===== config.mk =====
export PLATFORM = sky130hd
export DESIGN_NAME = tt_um_rps_match_ctrl
export DESIGN_NICKNAME = d
export VERILOG_FILES = /design/src/rtl/rps_pkg.sv /design/src/rtl/rps_judge.sv /design/src/rtl/tt_um_rps_match_ctrl.sv
export SDC_FILE = /design/constraint.sdc
export NUM_CORES = 1
export LEC_CHECK = 0
export ABC_AREA = 1
export ABC_CLOCK_PERIOD_IN_PS = 1800
export BUFFER_PORTS_ARGS = -buffer_cell sky130_fd_sc_hd__buf_2
export CORE_UTILIZATION = 35
export DETAILED_ROUTE_END_ITERATION = 16
export GPL_TIMING_DRIVEN = 0
export PLACE_DENSITY = 0.62
export SYNTH_ARGS = -nofsm -noshare
export SYNTH_HDL_FRONTEND = slang
export SYNTH_SLANG_ARGS = --single-unit

===== constraint.sdc =====
create_clock -name clk -period 1.8 [get_ports clk]
set_input_delay 0.45 -clock clk [delete_from_list [all_inputs] [get_ports clk]]
set_output_delay 0.45 -clock clk [all_outputs]
set_load 0.03 [all_outputs]

===== src/rtl/rps_pkg.sv =====
// Shared encodings for the stone-paper-scissors match controller:
// move codes, round results, FSM states and the ASCII status characters.
package rps_pkg;

    localparam logic [1:0] MV_STONE    = 2'd0;
    localparam logic [1:0] MV_PAPER    = 2'd1;
    localparam logic [1:0] MV_SCISSORS = 2'd2;
    localparam logic [1:0] MV_INVALID  = 2'd3;

    typedef enum logic [1:0] {
        RES_TIE = 2'd0,
        RES_P1  = 2'd1,
        RES_P2  = 2'd2
    } result_e;

    typedef enum logic [2:0] {
        ST_IDLE,
        ST_COLLECT,
        ST_JUDGE,
        ST_SHOW,
        ST_DONE
    } state_e;

    localparam logic [7:0] ASCII_DOT   = 8'd46;  // '.'
    localparam logic [7:0] ASCII_QMARK = 8'd63;  // '?'
    localparam logic [7:0] ASCII_ONE   = 8'd49;  // '1'
    localparam logic [7:0] ASCII_TWO   = 8'd50;  // '2'
    localparam logic [7:0] ASCII_TIE   = 8'd84;  // 'T'
    localparam logic [7:0] ASCII_A     = 8'd65;  // 'A'
    localparam logic [7:0] ASCII_B     = 8'd66;  // 'B'

endpackage


===== src/rtl/rps_judge.sv =====
// Combinational round judge: compares two valid moves and reports the winner.
import rps_pkg::*;

module rps_judge (
    input  logic [1:0] mv1,
    input  logic [1:0] mv2,
    output result_e    result
);

    always_comb begin
        result = RES_P2;
        if (mv1 == mv2) begin
            result = RES_TIE;
        end else if ((mv1 == MV_STONE    && mv2 == MV_SCISSORS) ||
                     (mv1 == MV_PAPER    && mv2 == MV_STONE)    ||
                     (mv1 == MV_SCISSORS && mv2 == MV_PAPER)) begin
            result = RES_P1;
        end
    end

endmodule


===== src/rtl/tt_um_rps_match_ctrl.sv =====
// Best-of-N stone-paper-scissors match controller (Tiny Tapeout top level):
// synchronizes the buttons, collects moves, judges rounds and keeps score.
import rps_pkg::*;

module tt_um_rps_match_ctrl #(
    parameter int WIN_TARGET  = 3,
    parameter int HOLD_CYCLES = 16
) (
    input  logic       clk,
    input  logic       rst_n,
    input  logic       ena,
    input  logic [7:0] ui_in,
    output logic [7:0] uo_out,
    input  logic [7:0] uio_in,
    output logic [7:0] uio_out,
    output logic [7:0] uio_oe
);

    localparam int             CNT_W     = (HOLD_CYCLES > 1) ? $clog2(HOLD_CYCLES) : 1;
    localparam logic [CNT_W-1:0] CNT_LOAD = CNT_W'(HOLD_CYCLES - 1);
    localparam logic [3:0]     WIN_SCORE = 4'(WIN_TARGET);

    logic [6:0] sync1_q, sync2_q;
    logic [2:0] prev_q;
    logic       unused_in;

    state_e           state_q, state_d;
    result_e          res_q, res_d, judge_res;
    logic [1:0]       mv1_q, mv1_d, mv2_q, mv2_d;
    logic             got1_q, got1_d, got2_q, got2_d, inv_q, inv_d;
    logic [CNT_W-1:0] cnt_q, cnt_d;
    logic [3:0]       score1_q, score1_d, score2_q, score2_d;
    logic [7:0]       uo_q, uo_d;
    logic             c1_e, c2_e, start_e, rej1, rej2, acc1, acc2;

    assign unused_in = &{1'b0, uio_in, ui_in[7]};
    assign uio_oe    = 8'hFF;
    assign uo_out    = uo_q;
    assign uio_out   = {score2_q, score1_q};

    // Synchronizer and edge history keep running even while ena is low,
    // so edges seen during that time are consumed and lost.
    always_ff @(posedge clk or negedge rst_n) begin
        if (!rst_n) begin
            sync1_q <= '0;
            sync2_q <= '0;
            prev_q  <= '0;
        end else begin
            sync1_q <= ui_in[6:0];
            sync2_q <= sync1_q;
            prev_q  <= sync2_q[6:4];
        end
    end

    assign c1_e    = ena & sync2_q[4] & ~prev_q[0];
    assign c2_e    = ena & sync2_q[5] & ~prev_q[1];
    assign start_e = ena & sync2_q[6] & ~prev_q[2];

    rps_judge u_judge (
        .mv1    (mv1_q),
        .mv2    (mv2_q),
        .result (judge_res)
    );

    always_comb begin
        state_d  = state_q;
        res_d    = res_q;
        mv1_d    = mv1_q;
        mv2_d    = mv2_q;
        got1_d   = got1_q;
        got2_d   = got2_q;
        inv_d    = inv_q;
        cnt_d    = cnt_q;
        score1_d = score1_q;
        score2_d = score2_q;
        acc1     = c1_e & ~got1_q & (sync2_q[1:0] != MV_INVALID);
        acc2     = c2_e & ~got2_q & (sync2_q[3:2] != MV_INVALID);
        rej1     = c1_e & ~got1_q & (sync2_q[1:0] == MV_INVALID);
        rej2     = c2_e & ~got2_q & (sync2_q[3:2] == MV_INVALID);

        if (start_e) begin
            state_d  = ST_COLLECT;
            score1_d = '0;
            score2_d = '0;
            got1_d   = 1'b0;
            got2_d   = 1'b0;
            inv_d    = 1'b0;
            cnt_d    = '0;
        end else begin
            case (state_q)
                ST_COLLECT: begin
                    if (got1_q && got2_q) begin
                        state_d = ST_JUDGE;
                    end else begin
                        if (acc1) begin
                            mv1_d  = sync2_q[1:0];
                            got1_d = 1'b1;
                        end
                        if (acc2) begin
                            mv2_d  = sync2_q[3:2];
                            got2_d = 1'b1;
                        end
                        // A rejection on the same cycle as an acceptance keeps '?' shown.
                        if (rej1 || rej2) inv_d = 1'b1;
                        else if (acc1 || acc2) inv_d = 1'b0;
                    end
                end
                ST_JUDGE: begin
                    res_d = judge_res;
                    if (judge_res == RES_P1) score1_d = score1_q + 4'd1;
                    if (judge_res == RES_P2) score2_d = score2_q + 4'd1;
                    cnt_d   = CNT_LOAD;
                    state_d = ST_SHOW;
                end
                ST_SHOW: begin
                    if (cnt_q == '0) begin
                        if (score1_q == WIN_SCORE || score2_q == WIN_SCORE) begin
                            state_d = ST_DONE;
                        end else begin
                            got1_d  = 1'b0;
                            got2_d  = 1'b0;
                            inv_d   = 1'b0;
                            state_d = ST_COLLECT;
                        end
                    end else begin
                        cnt_d = cnt_q - CNT_W'(1);
                    end
                end
                default: ;
            endcase
        end

        // Status code is derived from next-state values so it is registered
        // in step with the state it describes.
        uo_d = 8'd0;
        case (state_d)
            ST_COLLECT: uo_d = inv_d ? ASCII_QMARK : ASCII_DOT;
            ST_JUDGE:   uo_d = ASCII_DOT;
            ST_SHOW:    uo_d = (res_d == RES_P1) ? ASCII_ONE :
                               (res_d == RES_P2) ? ASCII_TWO : ASCII_TIE;
            ST_DONE:    uo_d = (score1_d == WIN_SCORE) ? ASCII_A : ASCII_B;
            default:    uo_d = 8'd0;
        endcase
    end

    always_ff @(posedge clk or negedge rst_n) begin
        if (!rst_n) begin
            state_q  <= ST_IDLE;
            res_q    <= RES_TIE;
            mv1_q    <= '0;
            mv2_q    <= '0;
            got1_q   <= 1'b0;
            got2_q   <= 1'b0;
            inv_q    <= 1'b0;
            cnt_q    <= '0;
            score1_q <= '0;
            score2_q <= '0;
            uo_q     <= '0;
        end else if (ena) begin
            state_q  <= state_d;
            res_q    <= res_d;
            mv1_q    <= mv1_d;
            mv2_q    <= mv2_d;
            got1_q   <= got1_d;
            got2_q   <= got2_d;
            inv_q    <= inv_d;
            cnt_q    <= cnt_d;
            score1_q <= score1_d;
            score2_q <= score2_d;
            uo_q     <= uo_d;
        end
    end

endmodule


---- Word-level counts from Yosys, hierarchy flattened ----
Index checks and enable logic that the tools add are counted.
operators by class
  $add $sub $neg .......................... 3
  multipliers ............................. 0
  div/mod/pow operators ................... 0
  magnitude comparators ................... 0
  eq/ne operators ......................... 29
  shift-type cells ........................ 0
  muxes and demuxes ....................... 40
  bitwise operators ....................... 19
  reductions and logical operators ........ 22
operators by type and width
  cell                                                                    count
  4-bit 2-to-1 mux                                                        8
  7-bit case mux with 4 select lines                                      1
  3-bit != test (second input constant)                                   6
  1-bit 2-to-1 mux                                                        14
  7-bit 2-to-1 mux                                                        2
  1-bit bitwise AND                                                       12
  2-bit equality test (second input constant)                             6
  3-bit by 2-bit equality test with 1-bit output (second input constant)  4
  4-bit by 2-bit equality test with 1-bit output (second input constant)  3
  3-bit 2-to-1 mux                                                        4
  6-bit AND reduction                                                     2
  2-bit 2-to-1 mux                                                        5
  5-bit AND reduction                                                     2
  3-bit case mux with 3 select lines                                      1
  4-bit by 1-bit adder with 4-bit output (second input constant)          2
  2-bit by 1-bit equality test with 1-bit output (second input constant)  4
  4-bit case mux with 2 select lines                                      1
  1-bit NOT                                                               7
  3-bit by 1-bit equality test with 1-bit output (second input constant)  2
  1-bit case mux with 2 select lines                                      3
  3-bit AND reduction                                                     2
  3-bit nonzero test                                                      2
  1-bit logical OR                                                        5
  5-bit 2-to-1 mux                                                        1
  8 further kinds                                                         14
word-level totals
  bits in registers ....................... 49
  bits in latches ......................... 0
  bits in writable memories ............... 0
  ROM bits ................................ 0
  output and inout bits ................... 24
  logic and storage cells ................. 127
  memories kept ........................... 0

---- Depth between registers and ports, before layout ----
Gate-level depths: netlist (run 1).
  depth after elaboration ................. 13
  gate-level depth with buffers ........... 15

---- Modules after synthesis ----
A second synthesis (run 1) with hierarchy kept.
unflattened totals
  cells, all modules ...................... 311
  area, all modules ....................... 2526.2 µm²
by module, submodules not included
  module                times used  cells an instance  area an instance (µm²)  sequential area each (µm²)
  tt_um_rps_match_ctrl  1           291                2442.3                  1201.2
  rps_judge             1           20                 83.8                    0.0

---- Least setup slack after synthesis (run 1) ----
No wires, ideal clock.
  kind .................................... reg2reg
  from .................................... reg state_q[2]
  to ...................................... reg uo_q[6], in the netlist uo_out[6]
  setup time .............................. 0.120 ns
  arrival ................................. 1.727 ns
  setup slack ............................. -0.047 ns
  cell stages (with the launch flop) ...... 13
  path buffers ............................ 0
  clock period less this slack ............ 1.847 ns
  cell sequence ........................... dfrtp_1 -> inv_1 -> nand2_2 -> nor2_4 -> inv_2 -> nor2_1 -> o21a_1 -> inv_1 -> ha_1 -> inv_1 -> nor2_2 -> o21ai_1 -> nand2_1
between the ends
  word-level cells in the longest chain between the ends .. 7
  elaborated cells between the ends (all ways) .. 18
  those cells by class .................... 9 x eq/ne; 9 x mux
RTL lines
  item                                              RTL line                     source
  start: declaration                                tt_um_rps_match_ctrl.sv:27   state_e state_q, state_d;
  start signal: assignment                          tt_um_rps_match_ctrl.sv:160  state_q <= state_d;
  3-bit by 2-bit equality test with 1-bit output *  tt_um_rps_match_ctrl.sv:90   case (state_q)
  2-bit 2-to-1 mux *                                tt_um_rps_match_ctrl.sv:90
  2-bit 2-to-1 mux *                                tt_um_rps_match_ctrl.sv:81   if (start_e) begin
  via res_d[1]                                      tt_um_rps_match_ctrl.sv:28   result_e res_q, res_d, judge_res;
  2-bit equality test                               tt_um_rps_match_ctrl.sv:140  (res_d == RES_P2) ? ASCII_TWO : ASCII_TIE;
  7-bit 2-to-1 mux                                  tt_um_rps_match_ctrl.sv:140
  7-bit 2-to-1 mux *                                tt_um_rps_match_ctrl.sv:139  ST_SHOW: uo_d = (res_d == RES_P1) ? ASCII_ONE :
  7-bit case mux with 4 select lines *              tt_um_rps_match_ctrl.sv:136  case (state_d)
  end signal: assignment                            tt_um_rps_match_ctrl.sv:170  uo_q <= uo_d;
  end: declaration                                  tt_um_rps_match_ctrl.sv:33   logic [7:0] uo_q, uo_d;
Mark *: on every way through the listed nets, which the timed path passes. The rest lies on a longest branch.
A chain may end at the register's enable or synchronous reset.

---- Worst setup path in the final report (run 1) ----
  from .................................... reg mv1_q[1]
  to ...................................... reg uo_q[6], in the netlist uo_out[6]
between the ends
  word-level cells in the longest chain between the ends .. 12
  elaborated cells between the ends (all ways) .. 18
  those cells by class .................... 5 x eq/ne; 7 x mux; 6 x reduce/logical
RTL lines
  item                                                                                      RTL line                          source
  start: declaration                                                                        tt_um_rps_match_ctrl.sv:29        logic [1:0] mv1_q, mv1_d, mv2_q, mv2_d;
  start signal: assignment                                                                  tt_um_rps_match_ctrl.sv:162       mv1_q <= mv1_d;
  2-bit by 1-bit equality test with 1-bit output / 2-bit zero test (equally long branches)  rps_judge.sv:15, rps_judge.sv:14
  1-bit logical AND, on equally long branches                                               rps_judge.sv:15, rps_judge.sv:14
  1-bit logical OR                                                                          rps_judge.sv:14                   end else if ((mv1 == MV_STONE && mv2 == MV_SCISSORS) ||
  1-bit logical OR                                                                          rps_judge.sv:15                   (mv1 == MV_PAPER && mv2 == MV_STONE) ||
  2-bit 2-to-1 mux                                                                          rps_judge.sv:14
  2-bit 2-to-1 mux *                                                                        rps_judge.sv:12                   if (mv1 == mv2) begin
  2-bit 2-to-1 mux *                                                                        tt_um_rps_match_ctrl.sv:90
  2-bit 2-to-1 mux *                                                                        tt_um_rps_match_ctrl.sv:81
  via res_d[1]                                                                              tt_um_rps_match_ctrl.sv:28
  2-bit equality test                                                                       tt_um_rps_match_ctrl.sv:140
  7-bit 2-to-1 mux                                                                          tt_um_rps_match_ctrl.sv:140
  7-bit 2-to-1 mux *                                                                        tt_um_rps_match_ctrl.sv:139
  7-bit case mux with 4 select lines *                                                      tt_um_rps_match_ctrl.sv:136
Marks and branches as above.

==> metrics.yaml, run 1 <==
synth_warnings: 0
met2_usage_pct: 26.85
synth.distinct_cells: 35
drt-wirelength-per-cell_um: 11.93
grt_first_pass_wirelength_mm: 9.252
finalHoldViolCount: 0
drive_above_1_share_pct: 33.42
clock_insertion_delay_at_the_later_pin_of_the_skew_report_ns: 0.31
report.final.setup_viol: 0
critical_path_peak_fanout: 3
cp-start-kind: "flop"
cts-buffers-inserted: 5
timing_worst_setup_path_type: "reg -> reg"
drv.max_cap_violation_count: 0
post_dp_cell_area_sq_um: 2829
ys_seq_area_share_pct: 46.94
post_synth_main_area_contributors: "dfrtp_1 (47%), nand2_1 (12%), inv_1 (5.7%)"
max_freq_mhz: 566.1
globalRouteOverflowTotal: 0
vias: 2205
max_slew_margin_pct: 29.13
chipWidth_um: 87.50
die_height_um: 87.50
run_status: "complete, no violations"
drt_drc_violations_left: 0
antenna-diode-count: 0
cts.clk_slew.worst_paths_ns: 0.10
postSynthRegisterBits: 48
finClkSkew_ns: 0.009878
core_region_area_sq_um: 6944
groute.layer.met3.usage_pct: 3.697
dr.first_iter.drc_count: 83
timing_max_transition_violations_final: 0
port-buffer-count: 24
postRouteWirelength_mm: 5.608
min_period_over_period_pct: 98.13
tritoncts_clock_tree: "built"
worst-slew-pin-transition_ns: 1.063
min_period_ns: 1.766
grt_usage_pct: 15.81
post-route-cell-area_sq_um: 3253
max-vdd-ir-drop_mv: 0.6925
clkSinkCount: 48
worst_ep_arrival_time_ns: 1.98
grt_antenna_before_repair: 0
biggest_cell_delay_along_the_critical_path_ns: 0.43
place_hpwl_mm: 3.794
cp_common_cell: "inv_2"
synth.top_cell.area_share_pct: 46.94
yosysTopAreaCell: "dfrtp_1"
overall_die_area_sq_um: 7656
io_pins: 43
grt_busiest_layer: "met2"
first_pass_iters: 4
required_ns: 2.01
ant_nets: 0
avgSynthCellArea_sq_um: 8.072
grt_pass1_vias: 2067
critical_path_sink_type: "flop"
cts-htree-levels: 2
post_synth_instance_area_sq_um: 2559
design.final.nets: 397
grt_start_max_net_pins: 49
synthCells: 317
flow.area_growth_from_synthesis_pct: 27.14
ctsRootBufferMaster: "clkbuf_8"
leakagePower_nw: 1.626
final_critical_path_setup_slack_ns: 0.03361
row_count: 30
power_density_relative_to_cell_area_nw_per_um2: 1503
cp_slowest_cell: "dfrtp_1"
critical_path_cell_list: "inv_2, nor2_2, nor3_2, nor2_4, nand2_1, o21a_1, inv_2, ha_4, inv_2, nor2_4, o21ai_2, nand2_1"
post_drt_via_cell_ratio: 4.691
grt_setup_unrepaired: "yes"
hold_class: "in -> reg"
finalWeightedCongestion: 0.8138
max-clock-path-buffers: 2
groute.layer.met1.usage_pct: 20.05
initial_util_pct: 36.85
preCtsSetupSlack_ns: -0.3336
## layer usage
metal | wire [um] | share of wire, %
met5 | 0 | 0
met3 | 207 | 3.7
met4 | 69 | 1.2
met2 | 2644 | 47
met1 | 2687 | 48
## final timing paths
| path | slack, ns | from | to | depth (start not counted) |
|---|---|---|---|---|
| setup / recovery | 0.03 | mv1_q[1] | uo_out[6] | 12 |
| hold / removal | 0.24 | ui_in[1] | sync1_q[1] | 1 |
| setup reg to reg | 0.03 | mv1_q[1] | uo_out[6] | 12 |
| hold reg to reg | 0.36 | sync1_q[2] | sync2_q[2] | 0 |
| max in group asynchronous | 0.76 | rst_n | score1_q[0] | 1 |
| min in group asynchronous | 0.33 | rst_n | cnt_q[2] | 1 |
## critical path: cells and delay by family (launching register included)
kind	cells	cell delay, ns
and+or+nand+nor	6	0.55
DFF	1	0.43
AOI/OAI and AO/OA	2	0.28
adders and majority gates	1	0.21
buffers and inverters	3	0.20
## cell families after synthesis
kind of cell / after synthesis / synth area share (%)
and+or+nand+nor: 165 / 30.37
buffers and inverters: 57 / 10.07
DFF: 48 / 46.94
AOI/OAI and AO/OA: 40 / 9.878
adders and majority gates: 5 / 2.445
other: 2 / 0.2935
## cell type report
cell class	count	area [sq um]
Clock inverter	3	46.29
Tap cell	96	120.1
Inverter	44	167.7
Fill cell	685	3691
Sequential cell	48	1204
Clock buffer	5	68.82
Buffer	13	95.09
Timing Repair Buffer	42	259.0
Multi-Input combinational cell	219	1292
## synth_stat cells
cell	number
nor3_1	3
inv_1	39
buf_4	9
or3b_4	1
a21oi_1	6
nor2_4	4
nand2_2	7
ha_1	5
nand4_1	3
nand3b_1	2
nand2_1	79
nor2_2	4
nand3_2	2
o21ai_1	3
clkbuf_1	1
nand2_4	1
nor2_1	29
buf_6	1
o21ai_0	15
clkinv_1	1
a31oi_1	2
o21a_1	3
inv_2	4
nor4_1	1
o22a_1	1
o311ai_0	1
o21bai_4	1
a21oi_4	1
buf_2	2
dfrtp_1	48
nand3b_4	1
o31ai_1	1
conb_1	2
nand3_1	28
o22ai_1	6
## flip-flops by register name, summed over array words and instances (netlist names)
register / cells
res_q: 2
score1_q: 4
prev_q: 3
score2_q: 4
sync1_q: 7
state_q: 3
got2_q: 1
inv_q: 1
sync2_q: 7
mv1_q: 2
got1_q: 1
mv2_q: 2
cnt_q: 4
uo_out: 7
## layout by cell type (no fill, tap or decap), types with 2 or more instances in the layout
cell / instances
o21ai_1: 2
nand3_4: 2
dfrtp_1: 46
nor2_4: 8
nand2_2: 11
o22ai_1: 4
nor2_1: 22
buf_4: 26
conb_1: 9
buf_2: 25
ha_4: 3
nor3_1: 2
a31oi_1: 2
dfrtp_2: 2
o21a_1: 3
inv_1: 29
nor2_2: 7
nand2_1: 73
nand3b_1: 2
inv_2: 13
clkbuf_8: 5
o21ai_0: 15
nand3_2: 4
buf_6: 2
a21oi_1: 6
nand2_4: 3
nand3_1: 24
nand4_1: 3
## timing repair
action,4_1_cts,5_1_grt
buffers inserted,11,7
setup endpoints to repair,5,8
hold buffers,0,0
gates resized for setup,28,20
pin swaps,11,7
## report_power, final
group	total, mW	internal [mW]	leakage, nW	switching (mW)
combinational	2.46	0.941	0.996	1.52
clock	0.819	0.419	0.0548	0.400
sequential	1.61	1.37	0.575	0.237
total	4.89	2.73	1.63	2.16
## through the flow
stage | hold slack [ns] | TNS (ns) | total power, mW | util (%) | cells
5_1_grt | 0.2209 | -0.2299 | 5.284 | 46.85 | 470
2_1_floorplan | 0.1544 | 0 | 3.102 | - | 324
3_5_place_dp | 0.3379 | -1.300 | 3.544 | 40.74 | 444
4_1_cts | 0.2309 | -0.004166 | 4.673 | 44.99 | 463
6_report | 0.2425 | 0 | 4.891 | 46.85 | 470
3_3_place_gp | 0.3314 | -1.274 | 3.508 | 40.74 | 444
No activity file was read; power rests on OpenSTA's default activity.
==> run 2, diff against run 1 <==
--- a/config.mk
+++ b/config.mk
@@ -6,7 +6,7 @@
 export NUM_CORES = 1
 export LEC_CHECK = 0
 export ABC_AREA = 1
-export ABC_CLOCK_PERIOD_IN_PS = 1800
+export ABC_CLOCK_PERIOD_IN_PS = 1400
 export BUFFER_PORTS_ARGS = -buffer_cell sky130_fd_sc_hd__buf_2
 export CORE_UTILIZATION = 35
 export DETAILED_ROUTE_END_ITERATION = 16
==> constraint.sdc (replaced) <==
create_clock -name clk -period 1.4 [get_ports clk]
set_input_delay 0.35 -clock clk [delete_from_list [all_inputs] [get_ports clk]]
set_output_delay 0.35 -clock clk [all_outputs]
set_load 0.03 [all_outputs]
==> run 2 against run 1 <==
Compared with the run above:
- the run now ends with negative setup slack left
- flip-flop and latch count is the same
- total power grew 40%
- clock power grew 27%
- non-clock buffer count grew 13
- global-route usage grew 0.86 points
- critical path type unchanged
- clock skew is essentially flat
- fmax shrank 4.7%
- sequential power grew 30%
- combinational power grew 52%
- highest routed layer unchanged
- cell area grew 9.5%
- die area is the same
- sequential share of layout area shrank 3.0 points
==> metrics.yaml, run 2 (synthesized netlist as in run 1, its figures left out) <==
run_status: "finished, violations left"  # was complete, no violations
violations: "negative setup slack"
max-vdd-ir-drop_mv: 0.7246  # was 0.6925 mV
mostFrequentLayoutCell: "nand2_1"  # unchanged
ctsRootBufferMaster: "clkbuf_8"  # unchanged
grt_usage_pct: 16.67  # was 15.81%
place_hpwl_mm: 3.748  # was 3.794 mm
min_period_ns: 1.853  # was 1.766 ns
hold_class: "in -> reg"  # unchanged
min_period_over_period_pct: 132.3  # was 98.13%
drt-wirelength-per-cell_um: 12.45  # was 11.93 um
post_drt_via_cell_ratio: 4.677  # was 4.691
row_count: 30  # unchanged
postCtsHoldBufs: 0  # unchanged
initial_util_pct: 36.85  # unchanged
grt_pass1_vias: 2127  # was 2,067
drv.max_cap_violation_count: 0  # unchanged
clock_insertion_delay_at_the_later_pin_of_the_skew_report_ns: 0.31  # about the same
final_critical_path_setup_slack_ns: -0.4528  # was 0.03361 ns
fin_setup_tns_ns: -5.956  # was 0 ns
finClkSkew_ns: 0.009886  # was 0.009878 ns
max_freq_mhz: 539.7  # was 566.1 MHz
timing_max_transition_violations_final: 0  # unchanged
leakagePower_nw: 1.738  # was 1.626 nW
core_region_area_sq_um: 6944  # unchanged
port-buffer-count: 24  # unchanged
dr.first_iter.drc_count: 109  # was 83
max_slew_margin_pct: 28.77  # was 29.13%
postRouteWirelength_mm: 6.012  # was 5.608 mm
ant_nets: 0  # unchanged
post_dp_cell_area_sq_um: 2905  # was 2829 sq um
worst_ep_arrival_time_ns: 2.05  # was 1.98 ns
post-route-cell-area_sq_um: 3562  # was 3253 sq um
power_density_relative_to_cell_area_nw_per_um2: 1926  # was 1503 nW/um^2
drt_drc_violations_left: 0  # unchanged
commonest_non_fill_non_tap_cells_in_the_layout: "nand2_1 (67), dfrtp_1 (41), inv_1 (28), buf_4 (28), buf_2 (25)"  # was nand2_1 (73), dfrtp_1 (46), inv_1 (29)
globalRouteOverflowTotal: 0  # unchanged
grt_first_pass_wirelength_mm: 9.798  # was 9.252 mm
flow.area_growth_from_synthesis_pct: 39.22  # was 27.14%
overall_die_area_sq_um: 7656  # unchanged
grt_antenna_before_repair: 0  # unchanged
num-fill-cells: 654  # was 685
die_height_um: 87.50  # unchanged
cp-start-kind: "flop"  # unchanged
cts-htree-levels: 2  # unchanged
tritoncts_clock_tree: "built"  # unchanged
critical_path_peak_fanout: 5  # was 3
required_ns: 1.59  # was 2.01 ns
drive_above_1_share_pct: 44.19  # was 33.42%
clkSinkCount: 48  # unchanged
first_pass_iters: 4  # unchanged
finalHoldViolCount: 0  # unchanged
max-clock-path-buffers: 2  # unchanged
antenna-diode-count: 0  # unchanged
design.final.nets: 410  # was 397
vias: 2259  # was 2,205
grt_start_max_net_pins: 49  # unchanged
critical_path_sink_type: "flop"  # unchanged
final_core_density_pct: 51.30  # was 46.85%
worst-slew-pin-transition_ns: 1.068  # was 1.063 ns
chipWidth_um: 87.50  # unchanged
timing_worst_setup_path_type: "reg -> reg"  # unchanged
finalWeightedCongestion: 0.8014  # was 0.8138
io_pins: 43  # unchanged
report.final.setup_viol: 26  # was 0
cts.clk_slew.worst_paths_ns: 0.09  # was 0.10 ns
grt_setup_unrepaired: "yes"  # unchanged
cts-buffers-inserted: 5  # unchanged
## run 2: cell type report
cell class,instances,area (sq um),share of cell area (%)
plain buffers,13,93.84,2.634
clock buffers,5,68.82,1.932
clock inverters,3,47.55,1.335
inverters,44,170.2,4.777
multi-input cells,219,1448,40.64
flip-flops and latches,48,1210,33.97
well taps,96,120.1,3.372
repair buffers,55,404.1,11.35
## run 2: worst max-delay path, stage by stage, from the launching register on
cell      delay (ns)
dfrtp_2         0.42
buf_4           0.14
buf_6           0.12
nor2_4          0.17
nand2_4         0.11
buf_4           0.14
nand3_1         0.08
nand2_1         0.06
clkinv_1        0.08
nand3_2         0.07
nand3b_4        0.19
nor2_1          0.12
a21oi_1         0.05
## run 2: timing repair
| item | in CTS | in global routing |
|---|---|---|
| gates resized for setup | 36 | 56 |
| endpoints found under the hold margin | 0 | 0 |
| endpoints found under the setup margin | 27 | 32 |
| buffers inserted | 15 | 16 |
| pin swaps | 14 | 19 |
## run 2: report_power, final
group	leakage (nW)	switching (mW)	internal (mW)
logic	1.11	2.20	1.53
clock network	0.0583	0.501	0.539
registers	0.569	0.319	1.77
total	1.74	3.02	3.84
## run 2: final timing paths
| path | to | slack [ns] | cells after the start | startpoint |
|---|---|---|---|---|
| setup / recovery | mv2_q[1] | -0.45 | 12 | state_q[2] |
| hold / removal | sync1_q[5] | 0.15 | 1 | ui_in[5] |
| setup reg to reg | mv2_q[1] | -0.45 | 12 | state_q[2] |
| hold reg to reg | sync2_q[3] | 0.35 | 0 | sync1_q[3] |
| max in group asynchronous | state_q[2] | 0.44 | 1 | rst_n |
| min in group asynchronous | score2_q[2] | 0.23 | 1 | rst_n |
## run 2: layer usage
metal / part of all wire, % / GRT usage [%] / vias to the layer above
li1: - / - / 1139
met1: 45 / 21.45 / 1067
met2: 50 / 27.91 / 49
met3: 4.3 / 4.265 / 4
met4: 0.70 / 4.471 / 0
met5: 0 / 0 / -
## run 2: metrics by stage
stage | power (mW) | worst slack [ns] | instances | hold WS (ns)
floorplan | 4.123 | -0.3820 | 324 | 0.05441
global placement | 4.659 | -0.5934 | 444 | 0.3320
detailed placement | 4.710 | -0.6296 | 444 | 0.3363
CTS | 6.347 | -0.3631 | 467 | 0.1347
global route | 7.366 | -0.5307 | 483 | 0.1182
finish | 6.861 | -0.4528 | 483 | 0.1475
==> run 3, diff against run 2 <==
==> constraint.sdc (replaced) <==
create_clock -name clk -period 1.4 [get_ports clk]
set_input_delay 0.14 -clock clk [delete_from_list [all_inputs] [get_ports clk]]
set_output_delay 0.14 -clock clk [all_outputs]
set_load 0.03 [all_outputs]
==> run 3 against run 2 <==
Compared with the run above:
- the flow still finishes with violations (negative setup slack)
- global-route usage increased by 0.20 points
- worst setup slack improved by 0.00090 ns
- sequential share of layout area decreased by 0.55 points
==> metrics.yaml, run 3 (synthesized netlist as in run 1, its figures left out) <==
drv.max_cap_violation_count: 0  # unchanged
grt_first_pass_wirelength_mm: 9.908  # was 9.798 mm
critical_path_cell_list: "buf_4, buf_6, nor2_4, nand2_4, buf_4, nand3_1, nand2_1, clkinv_1, nand3_2, nand3b_4, nor2_1, a21oi_1"  # unchanged
max_freq_mhz: 540.0  # was 539.7 MHz
grt_antenna_before_repair: 0  # unchanged
grt_pass1_vias: 2163  # was 2,127
grt_setup_unrepaired: "yes"  # unchanged
worstReg2RegStart: "state_q[2]"  # unchanged
antenna-diode-count: 0  # unchanged
r2r-end: "mv2_q[1]"  # unchanged
post_dp_cell_area_sq_um: 2905  # unchanged
finalWeightedCongestion: 0.8014  # unchanged
core_region_area_sq_um: 6944  # unchanged
biggest_cell_delay_along_the_critical_path_ns: 0.42  # about the same
cts-buffers-inserted: 5  # unchanged
drt-wirelength-per-cell_um: 12.52  # was 12.45 um
grt_usage_pct: 16.87  # was 16.67%
max-clock-path-buffers: 2  # unchanged
run_status: "finished, violations left"  # unchanged
critical_path_sink_type: "flop"  # unchanged
stdcell_count: 490  # was 483
worst-slew-pin-transition_ns: 1.063  # was 1.068 ns
cp_common_cell: "buf_4"  # unchanged
final_critical_path_setup_slack_ns: -0.4519  # was -0.4528 ns
flow.area_growth_from_synthesis_pct: 41.52  # was 39.22%
die_height_um: 87.50  # unchanged
tritoncts_clock_tree: "built"  # unchanged
postRouteWirelength_mm: 6.134  # was 6.012 mm
chipWidth_um: 87.50  # unchanged
clkSinkCount: 48  # unchanged
leakagePower_nw: 1.763  # was 1.738 nW
r2r_setup_slack_ns: -0.45  # about the same
required_ns: 1.60  # was 1.59 ns
globalRouteOverflowTotal: 0  # unchanged
finClkSkew_ns: 0.01052  # was 0.009886 ns
first_pass_iters: 4  # unchanged
cp_slowest_cell: "dfrtp_2"  # unchanged
cp-start-kind: "flop"  # unchanged
fin_setup_tns_ns: -5.950  # was -5.956 ns
post-route-cell-area_sq_um: 3621  # was 3562 sq um
finalHoldViolCount: 0  # unchanged
drive_above_1_share_pct: 43.15  # was 44.19%
critical_path_peak_fanout: 5  # unchanged
place_hpwl_mm: 3.748  # unchanged
ctsRootBufferMaster: "clkbuf_8"  # unchanged
drt_drc_violations_left: 0  # unchanged
timing_max_transition_violations_final: 0  # unchanged
io_pins: 43  # unchanged
placed_cells_incl_taps: 444  # unchanged
max_slew_margin_pct: 29.15  # was 28.77%
timing.critical_path.to: "mv2_q[1]"  # unchanged
min_period_over_period_pct: 132.3  # about the same
design.final.nets: 417  # was 410
mostFrequentLayoutCell: "nand2_1"  # unchanged
hold_class: "in -> async"  # was in -> reg
port-buffer-count: 24  # unchanged
cts.clk_slew.worst_paths_ns: 0.09  # about the same
clock_insertion_delay_at_the_later_pin_of_the_skew_report_ns: 0.31  # about the same
row_count: 30  # unchanged
grt_start_max_net_pins: 49  # unchanged
dr.first_iter.drc_count: 88  # was 109
report.final.setup_viol: 25  # was 26
max-vdd-ir-drop_mv: 0.7224  # was 0.7246 mV
crit_path_start: "state_q[2]"  # unchanged
ant_nets: 0  # unchanged
post_drt_via_cell_ratio: 4.749  # was 4.677
worst_ep_arrival_time_ns: 2.05  # about the same
r2r.worst_path.cells: 12  # unchanged
min_period_ns: 1.852  # was 1.853 ns
violations: "negative setup slack"  # unchanged
power_density_relative_to_cell_area_nw_per_um2: 1899  # was 1926 nW/um^2
vias: 2327  # was 2,259
timing_worst_setup_path_type: "reg -> reg"  # unchanged
commonest_non_fill_non_tap_cells_in_the_layout: "nand2_1 (67), dfrtp_1 (41), buf_4 (29)"  # was nand2_1 (67), dfrtp_1 (41), inv_1 (28), buf_4 (28), buf_2 (25)
initial_util_pct: 36.85  # unchanged
preCtsSetupSlack_ns: -0.6296  # unchanged
cts-htree-levels: 2  # unchanged
overall_die_area_sq_um: 7656  # unchanged
num-fill-cells: 651  # was 654
-- run 3: changes by cell type in the layout (fill, tap and decap cells not counted) --
| cell | previous run | this run |
|---|---|---|
| dlygate4sd3_1 | 0 | 7 |
| buf_6 | 14 | 12 |
| buf_2 | 25 | 26 |
| buf_4 | 28 | 29 |
| clkbuf_1 | 0 | 1 |
| clkbuf_2 | 1 | 0 |
-- run 3: report_power, final --
part           leakage (nW)  switching (mW)  internal [mW]
combinational          1.14            2.21           1.53
clock                0.0583           0.505          0.539
sequential            0.569           0.319           1.77
total                  1.76            3.03           3.84
-- run 3: critical path, delay by kind of cell, from the launching register on --
kind	cells	cell delay, ns
flip-flops	1	0.42
buffers and inverters	4	0.48
AND/OR/NAND/NOR	7	0.80
AO/OA/AOI/OAI	1	0.05
-- run 3: worst min-delay path by stage --
| stage | start | endpoint | slack [ns] |
|---|---|---|---|
| detailed placement | ui_in[5] | sync1_q[5] | 0.25 |
| CTS | rst_n | score2_q[3] | 0.08 |
| global route | rst_n | score1_q[3] | 0.14 |
| floorplan | rst_n | cnt_q[0] | -0.16 |
| finish | rst_n | score2_q[2] | 0.02 |
| global placement | ui_in[5] | sync1_q[5] | 0.25 |
-- run 3: area by class of cell --
cell class | count | area, sq um | share of cell area, %
Multi-Input combinational cell | 219 | 1448 | 39.98
Clock inverter | 3 | 47.55 | 1.313
Tap cell | 96 | 120.1 | 3.317
Sequential cell | 48 | 1210 | 33.41
Clock buffer | 5 | 68.82 | 1.900
Inverter | 44 | 170.2 | 4.699
Buffer | 13 | 92.59 | 2.557
Timing Repair Buffer | 62 | 464.2 | 12.82
-- run 3: repair_timing --
action | in CTS | in global routing
setup endpoints to repair | 27 | 31
hold buffers | 7 | 0
hold endpoints to repair | 7 | 0
pin swaps | 14 | 20
gates resized for setup | 33 | 54
gates cloned | 0 | 0
setup buffers | 15 | 16
-- run 3: metrics by stage --
step / util [%] / hold slack, ns / power [mW]
2_1_floorplan: - / -0.1556 / 4.123
3_3_place_gp: 41.84 / 0.2475 / 4.659
3_5_place_dp: 41.84 / 0.2493 / 4.710
4_1_cts: 48.00 / 0.07832 / 6.353
5_1_grt: 52.14 / 0.1351 / 7.372
6_report: 52.14 / 0.01788 / 6.877
-- run 3: metal layers --
layer | share of wire (%) | up-vias | track usage [%]
li1 | - | 1155 | -
met1 | 46 | 1112 | 21.45
met2 | 50 | 53 | 28.62
met3 | 3.0 | 7 | 4.265
met4 | 0.95 | 0 | 4.471
met5 | 0 | - | 0
